**config.mk**
```make
export PLATFORM = sky130hd
export DESIGN_NAME = shift_sub_divider
export DESIGN_NICKNAME = d
export VERILOG_FILES = /design/src/rtl/div_pkg.sv /design/src/rtl/shift_sub_divider.sv
export SDC_FILE = /design/constraint.sdc
export NUM_CORES = 1
export LEC_CHECK = 0
export ABC_CLOCK_PERIOD_IN_PS = 2700
export BUFFER_PORTS_ARGS = -buffer_cell sky130_fd_sc_hd__buf_2
export CORE_MARGIN = 3
export CORE_UTILIZATION = 52
export CTS_CLUSTER_SIZE = 28
export DETAILED_ROUTE_END_ITERATION = 8
export GPL_TIMING_DRIVEN = 0
export MAX_ROUTING_LAYER = met4
export PLACE_DENSITY_LB_ADDON = 0.25
export SETUP_SLACK_MARGIN = 0.1
export SLEW_MARGIN = 20
export SYNTH_ARGS = -nofsm -noshare
export SYNTH_HDL_FRONTEND = slang
export SYNTH_SLANG_ARGS = --single-unit
```
**constraint.sdc**
```tcl
create_clock -name clk -period 2.7 [get_ports clk]
set_input_delay 0 -clock clk [delete_from_list [all_inputs] [get_ports clk]]
set_output_delay 0 -clock clk [all_outputs]
set_load 0.05 [all_outputs]
```
**src/rtl/div_pkg.sv**
```systemverilog
// Shared definitions for the restoring shift-and-subtract divider.
//
// Contents:
//   DEFAULT_WIDTH  default operand width (divisor/quotient/remainder)
//   state_t        controller states IDLE, RUN, DONE
//   count_width()  width of the iteration counter for a given WIDTH
package div_pkg;

   localparam int DEFAULT_WIDTH = 32;
   localparam int DEFAULT_COUNT_W = $clog2(DEFAULT_WIDTH);

   typedef enum logic [1:0] {
      IDLE = 2'd0,
      RUN  = 2'd1,
      DONE = 2'd2
   } state_t;

   // The counter runs 0..WIDTH-1. It must be at least one bit wide, even for degenerate widths.
   function automatic int count_width(input int width);
      return (width > 1) ? $clog2(width) : 1;
   endfunction

endpackage

```
**src/rtl/shift_sub_divider.sv**
```systemverilog
// Iterative restoring divider that produces one quotient bit per clock.
// It divides a 2*WIDTH-bit dividend by a WIDTH-bit divisor. The dividend is
// typically a product from the shift-and-add multiplier.
//
// Ports:
//   clk        system clock, rising edge
//   rst_n      asynchronous active-low reset
//   on         start request; only honoured in IDLE
//   dividend   2*WIDTH-bit numerator, captured on the start edge
//   divisor    WIDTH-bit denominator, captured on the start edge
//   quotient   registered WIDTH-bit result
//   remainder  registered WIDTH-bit result
//   busy       high while iterating (RUN)
//   done       one-cycle pulse when the result is valid (DONE)
//   dbz        divide-by-zero flag for the last operation
//   ovf        quotient-overflow flag for the last operation
module shift_sub_divider
   import div_pkg::*;
#(
   parameter int WIDTH = DEFAULT_WIDTH
) (
   input  logic                 clk,
   input  logic                 rst_n,
   input  logic                 on,
   input  logic [2*WIDTH-1:0]   dividend,
   input  logic [WIDTH-1:0]     divisor,
   output logic [WIDTH-1:0]     quotient,
   output logic [WIDTH-1:0]     remainder,
   output logic                 busy,
   output logic                 done,
   output logic                 dbz,
   output logic                 ovf
);

   localparam int CW = count_width(WIDTH);
   localparam logic [CW-1:0] LAST = CW'(WIDTH - 1);

   state_t state_reg, state_next;

   logic [WIDTH:0]   r_reg;        // partial remainder, one guard bit
   logic [WIDTH-1:0] q_reg;        // low dividend bits shifting out, quotient bits shifting in
   logic [WIDTH-1:0] divisor_reg;
   logic [CW-1:0]    count_reg;

   logic [WIDTH-1:0] dividend_hi;
   logic             start;
   logic             zero_div;
   logic             overflow;

   assign dividend_hi = dividend[2*WIDTH-1:WIDTH];
   assign start       = (state_reg == IDLE) && on;
   assign zero_div    = (divisor == '0);
   // If the upper half is already at least the divisor, the quotient needs more than WIDTH bits.
   assign overflow    = (dividend_hi >= divisor);

   // Single restoring step.
   // R < divisor holds before each shift, so the shifted R is less than 2*divisor and fits in WIDTH+1 bits.
   // The trial difference is therefore negative exactly when its top bit is set.
   logic [WIDTH:0]   r_shift;
   logic [WIDTH:0]   trial;
   logic [WIDTH:0]   r_step;
   logic [WIDTH-1:0] q_step;
   logic             take;

   always_comb begin
      r_shift = {r_reg[WIDTH-1:0], q_reg[WIDTH-1]};
      trial   = r_shift - {1'b0, divisor_reg};
      take    = ~trial[WIDTH];
      r_step  = take ? trial : r_shift;
      q_step  = {q_reg[WIDTH-2:0], take};
   end

   // Controller state register
   always_ff @(posedge clk or negedge rst_n) begin
      if (!rst_n) begin
         state_reg <= IDLE;
      end else begin
         state_reg <= state_next;
      end
   end

   // Next-state logic
   always_comb begin
      state_next = state_reg;
      case (state_reg)
         IDLE: begin
            if (on) begin
               state_next = (zero_div || overflow) ? DONE : RUN;
            end
         end
         RUN: begin
            if (count_reg == LAST) begin
               state_next = DONE;
            end
         end
         DONE:    state_next = IDLE;
         default: state_next = IDLE;
      endcase
   end

   // Datapath and result registers
   always_ff @(posedge clk or negedge rst_n) begin
      if (!rst_n) begin
         r_reg       <= '0;
         q_reg       <= '0;
         divisor_reg <= '0;
         count_reg   <= '0;
         quotient    <= '0;
         remainder   <= '0;
         dbz         <= 1'b0;
         ovf         <= 1'b0;
      end else if (start) begin
         divisor_reg <= divisor;
         count_reg   <= '0;
         dbz         <= 1'b0;
         ovf         <= 1'b0;
         if (zero_div) begin
            quotient  <= '1;
            remainder <= dividend[WIDTH-1:0];
            dbz       <= 1'b1;
         end else if (overflow) begin
            quotient  <= '1;
            remainder <= '0;
            ovf       <= 1'b1;
         end else begin
            r_reg <= {1'b0, dividend_hi};
            q_reg <= dividend[WIDTH-1:0];
         end
      end else if (state_reg == RUN) begin
         r_reg     <= r_step;
         q_reg     <= q_step;
         count_reg <= count_reg + 1'b1;
         if (count_reg == LAST) begin
            quotient  <= q_step;
            remainder <= r_step[WIDTH-1:0];
         end
      end
   end

   assign busy = (state_reg == RUN);
   assign done = (state_reg == DONE);

endmodule
```
Word level (Yosys, flattened, before mapping):

Cells that the tools add are included.

* latch bits: 0
* flip-flop bits (word level): 169
* input bits: 99
* output and inout port bits: 68
* memories: 0
* bits in read-only memories: 0
* RAM bits: 0
* word-level logic and storage cells: 58

* bitwise gates (word level): 1
* order comparisons: 1
* div/mod/pow operators: 0
* $mul: 0
* shifts and indexed selects: 0
* mux-type cells: 28
* equal/unequal tests: 8
* $add $sub $neg: 2
* reduce and logical (&&, ||, !) cells: 9

Operator list (count)
* $mux W32: 19
* $sub A33 B32 Y33: 1
* $ge A32 B32 Y1: 1
* $logic_not A32 Y1: 1
* $mux W5: 2
* $mux W2: 3
* $ne A2 B2 Y1 const B: 3
* $reduce_and A3 Y1: 2
* $add A5 B1 Y5 const B: 1
* $eq A5 B5 Y1 const B: 1
* $pmux W2 S2: 1
* $reduce_bool A2 Y1: 2
* $mux W1: 3
* $ne A3 B1 Y1 const B: 1
* $eq A2 B1 Y1 const B: 1
* $eq A2 B2 Y1 const B: 1
* $logic_not A2 Y1: 1
* $ne A2 B1 Y1 const B: 1
* $reduce_and A2 Y1: 1
* $logic_and A1 B1 Y1: 1
* $logic_or A1 B1 Y1: 1
* $not A1 Y1: 1

Depth between registers and ports, before layout:

* depth in word-level cells: 5
* mapped depth: 14
* gate-level depth less buffers: 13

Worst setup path after synthesis:

Ideal clock, no wire load.

* path type: register to register
* start point: register r_reg[22]
* end point: register remainder[19]
* clock period less this slack: 2.875 ns
* path slack: -0.175 ns
* required time: 2.568 ns
* arrival: 2.742 ns
* stages on the path, launching flop included: 12
* buffers on the path: 2
* library setup time: 0.132 ns
* path through: dfrtp_1 ha_1 and4_1 buf_6 and3_1 a32o_1 or4_4 o211a_1 buf_6 mux2_1 a22oi_1 o21ai_1

* longest elaborated chain between the ends: 5

Ends and longest elaborated chain
* from (decl): RTL line shift_sub_divider.sv:40 `logic [WIDTH:0] r_reg;`
* from (signal assigned): RTL line shift_sub_divider.sv:126 `r_reg <= {1'b0, dividend_hi};`
* from (signal assigned): RTL line shift_sub_divider.sv:130 `r_reg <= r_step;`
* $sub A33 B32 Y33: RTL line shift_sub_divider.sv:67 `trial = r_shift - {1'b0, divisor_reg};`
* $mux W32: RTL line shift_sub_divider.sv:69 `r_step = take ? trial : r_shift;`
* $mux W32: RTL line shift_sub_divider.sv:133 `if (count_reg == LAST) begin`
* $mux W32: RTL line shift_sub_divider.sv:129 `end else if (state_reg == RUN) begin`
* $mux W32: RTL line shift_sub_divider.sv:112 `end else if (start) begin`
* to (signal assigned): RTL line shift_sub_divider.sv:119 `remainder <= dividend[WIDTH-1:0];`
* to (signal assigned): RTL line shift_sub_divider.sv:135 `remainder <= r_step[WIDTH-1:0];`
* to (decl): RTL line shift_sub_divider.sv:28 `output logic [WIDTH-1:0] remainder,`

Every way passes these cells. The select of a mux whose other input is x is not followed.
A chain may end at the register's enable or synchronous reset.

Worst setup path in the final report:

* start point: register q_reg[31]
* end point: register remainder[12]

* longest elaborated chain between the ends: 5

Ends and longest elaborated chain
* from (decl): RTL line shift_sub_divider.sv:41 `logic [WIDTH-1:0] q_reg;`
* from (signal assigned): RTL line shift_sub_divider.sv:127 `q_reg <= dividend[WIDTH-1:0];`
* from (signal assigned): RTL line shift_sub_divider.sv:131 `q_reg <= q_step;`
* $sub A33 B32 Y33: RTL line shift_sub_divider.sv:67
* $mux W32: RTL line shift_sub_divider.sv:69
* $mux W32: RTL line shift_sub_divider.sv:133
* $mux W32: RTL line shift_sub_divider.sv:129
* $mux W32: RTL line shift_sub_divider.sv:112

Every way passes these cells. The select of a mux whose other input is x is not followed.

==> run summary <==
Startpoint types: flip-flop
Post-synth top area share: 0.418
Critical path capture point type: flip-flop
Clk_skew: 15.8 ps
Register area share after synthesis: 0.418
Bufs on Longest Clock Path: 2
Synth Flop Type: dfrtp_1
Period minus WS final: 3250 ps
GPL Wtd Cong: 0.958
Avg WL per Cell: 23.3 µm
Residual DRC: 0
Clock Latency Late Sink: 450 ps
DRT iter0 DRCs: 1334
Floorplan row count: 50
Mapped Nets: 1315
Post-synth EDFFs: 0
Detail Route Antenna Nets: 0
Detailed Place HPWL: 25500 µm
Final setup margin: -550 ps
Via count: 11272
Setup violations, final: 66
RSZ-0062 raised after global routing: yes
I/O pins: 167
Cells after synthesis: 1149
Initial Util: 0.535
Global-route wire length before repair: 60200 µm
Largest net degree at the start of global routing: 94
Hold Path Class: input port to flip-flop
Initial antenna violation count: 2
Outcome: finished with violations
Synth Register Bits: 169
P&R area growth vs syn: 46.5%
Fin util: 0.784
Clock Pin Slew Worst Setup and Hold Paths: 90 ps
Synthesized cell area: 10100 µm²
Core Region: 18900 µm²
Worst-path maximum fanout: 6
Vias per inst: 6.36
Actual slew at the worst max-slew pin: 907 ps
Count of buffer and inverter cells on the critical path: 3
Share of layout cells above drive strength 1: 0.310
Fin crit share: 1.20
CTS Buf Count: 17
Slowest cell on the critical path: dfrtp_1
CP peak stage delay: 380 ps
Rel. slew slack: 0.395
GR Util All Layers: 0.369
Crit path required time: 3010 ps
Crit Path Class: flip-flop to flip-flop
H-tree level count: 4
Die area: 21200 µm²
Root Buffer Master: clkbuf_16
Dominant cell type by area after synthesis: dfrtp_1
CTS tree: built
Slew Viols, Final: 0
DR pass1 iterations: 7
Async set-reset flop share out of synthesis: 1.00
Port bufs: 166
Top cells by area, synth: dfrtp_1, ha_1, o21ai_0
Avg Synthesized Cell Area: 8.80 µm²
Die width: 145 µm
Final Hold Viols: 0
Final Routed Wirelength: 41300 µm
Distinct cells, synth: 63
Violated checks: setup timing
Max frequency: 308 MHz
Sum Neg Setup Slack: -27390 ps
Gr ovfl total: 0
Vias in the first global route: 10933
Delay-heaviest family, CP: compound AO/OA/AOI/OAI gates
Critical path arrival: 3560 ps
Chip Height: 145 µm
Synth Warn #: 0
Max Cap Viol: 0
Clock Sink Count: 169
Final net count: 1663
Worst-path cell chain: inv_2, ha_4, fa_2, nand2b_4, a21o_4, a211oi_4, or4_4, o211a_1, buf_6, buf_12, mux2i_4, nor2_1, a31oi_1, a21oi_1
[kinds of logic after synthesis]
kind of cell | synth area share
compound gates | 0.220
fa+ha+maj | 0.0836
flops | 0.418
xor+xnor | 0.0225
buf+inv | 0.0560
simple gates | 0.140
mux | 0.0599
[cells in the mapped netlist, types with 6 or more instances]
cell type and n:
nand2_1 167, nor4_1 11, clkbuf_1 45, xnor2_1 11, o21ai_0 142, and2_1 7
mux2i_1 56, o21a_1 8, o21ai_1 13, a31oi_1 32, xor2_1 15, a21oi_1 76
o22a_1 32, inv_1 70, nor3_1 10, a211oi_1 7, nand2b_1 6, a21o_1 8
nor2_1 76, ha_1 66, nand3_1 19, nand4_1 10, buf_1 7, dfrtp_1 169
o211ai_1 7
[final timing paths]
kind | from | end | slack, ps | depth (start not counted)
hold reg to reg | quotient[8]$_DFFE_PN0P_ | quotient[8]$_DFFE_PN0P_ | 490 | 1
setup / recovery | q_reg[31]$_DFFE_PN0P_ | remainder[12]$_DFFE_PN0P_ | -550 | 14
hold / removal | dividend[63] | r_reg[31]$_DFFE_PN0P_ | 20 | 5
setup reg to reg | q_reg[31]$_DFFE_PN0P_ | remainder[12]$_DFFE_PN0P_ | -550 | 14
max in group asynchronous | rst_n | remainder[13]$_DFFE_PN0P_ | 1800 | 4
min in group asynchronous | rst_n | divisor_reg[15]$_DFFE_PN0P_ | 140 | 3
[tightest hold or removal path, delay by kind of cell]
kind / cells / cell delay (ps)
AOI/OAI and AO/OA: 3 / 260
buffers and inverters: 1 / 110
and+or+nand+nor: 1 / 70
[final cells by class]
type,instances,area (µm²)
multi-input cells,845,6470
repair buffers,329,2480
well taps,260,325
diodes,2,5.00
inverters,72,274
fillers,1147,4080
flip-flops and latches,169,4240
plain buffers,63,380
clock buffers,17,425
clock inverters,15,218
[layout by cell type, fill, tap and decap left out, types with 23 or more instances in the layout]
cell type      count
buf_2            169
dfrtp_1          161
nand2_1          155
dlygate4sd3_1     94
o21ai_0           93
nor2_1            68
inv_1             59
a21oi_1           51
o21ai_1           47
buf_4             47
ha_1              43
mux2i_1           37
o22a_1            32
clkbuf_1          30
a31oi_1           27
buf_6             23
[repair_timing]
action	CTS	global route
hold buffers	94	0
hold endpoints to repair	214	0
gates cloned	2	0
setup buffers	54	13
resized for setup	179	117
setup endpoints to repair	129	159
pin swaps	50	47
[through the flow]
step | area (µm²) | std cells | hold WS [ps] | setup WS (ps)
5_1_grt | 14800 | 1772 | 57.2 | -583
6_report | 14800 | 1772 | 24.0 | -550
3_5_place_dp | 11500 | 1577 | 54.9 | -1370
3_3_place_gp | 11500 | 1575 | 235 | -1300
2_1_floorplan | 10300 | 1149 | -296 | -76.7
4_1_cts | 14300 | 1759 | 12.5 | -416
[metal layers]
metal	global-route usage	vias up	share of wire
li1	-	4780	-
met1	0.478	5388	0.37
met2	0.587	863	0.46
met3	0.0657	241	0.11
met4	0.133	0	0.058
met5	-	-	0
Power is left out: the tool's default activity adds up to more than one toggle a clock period on the data nets, which glitch-free logic cannot reach.
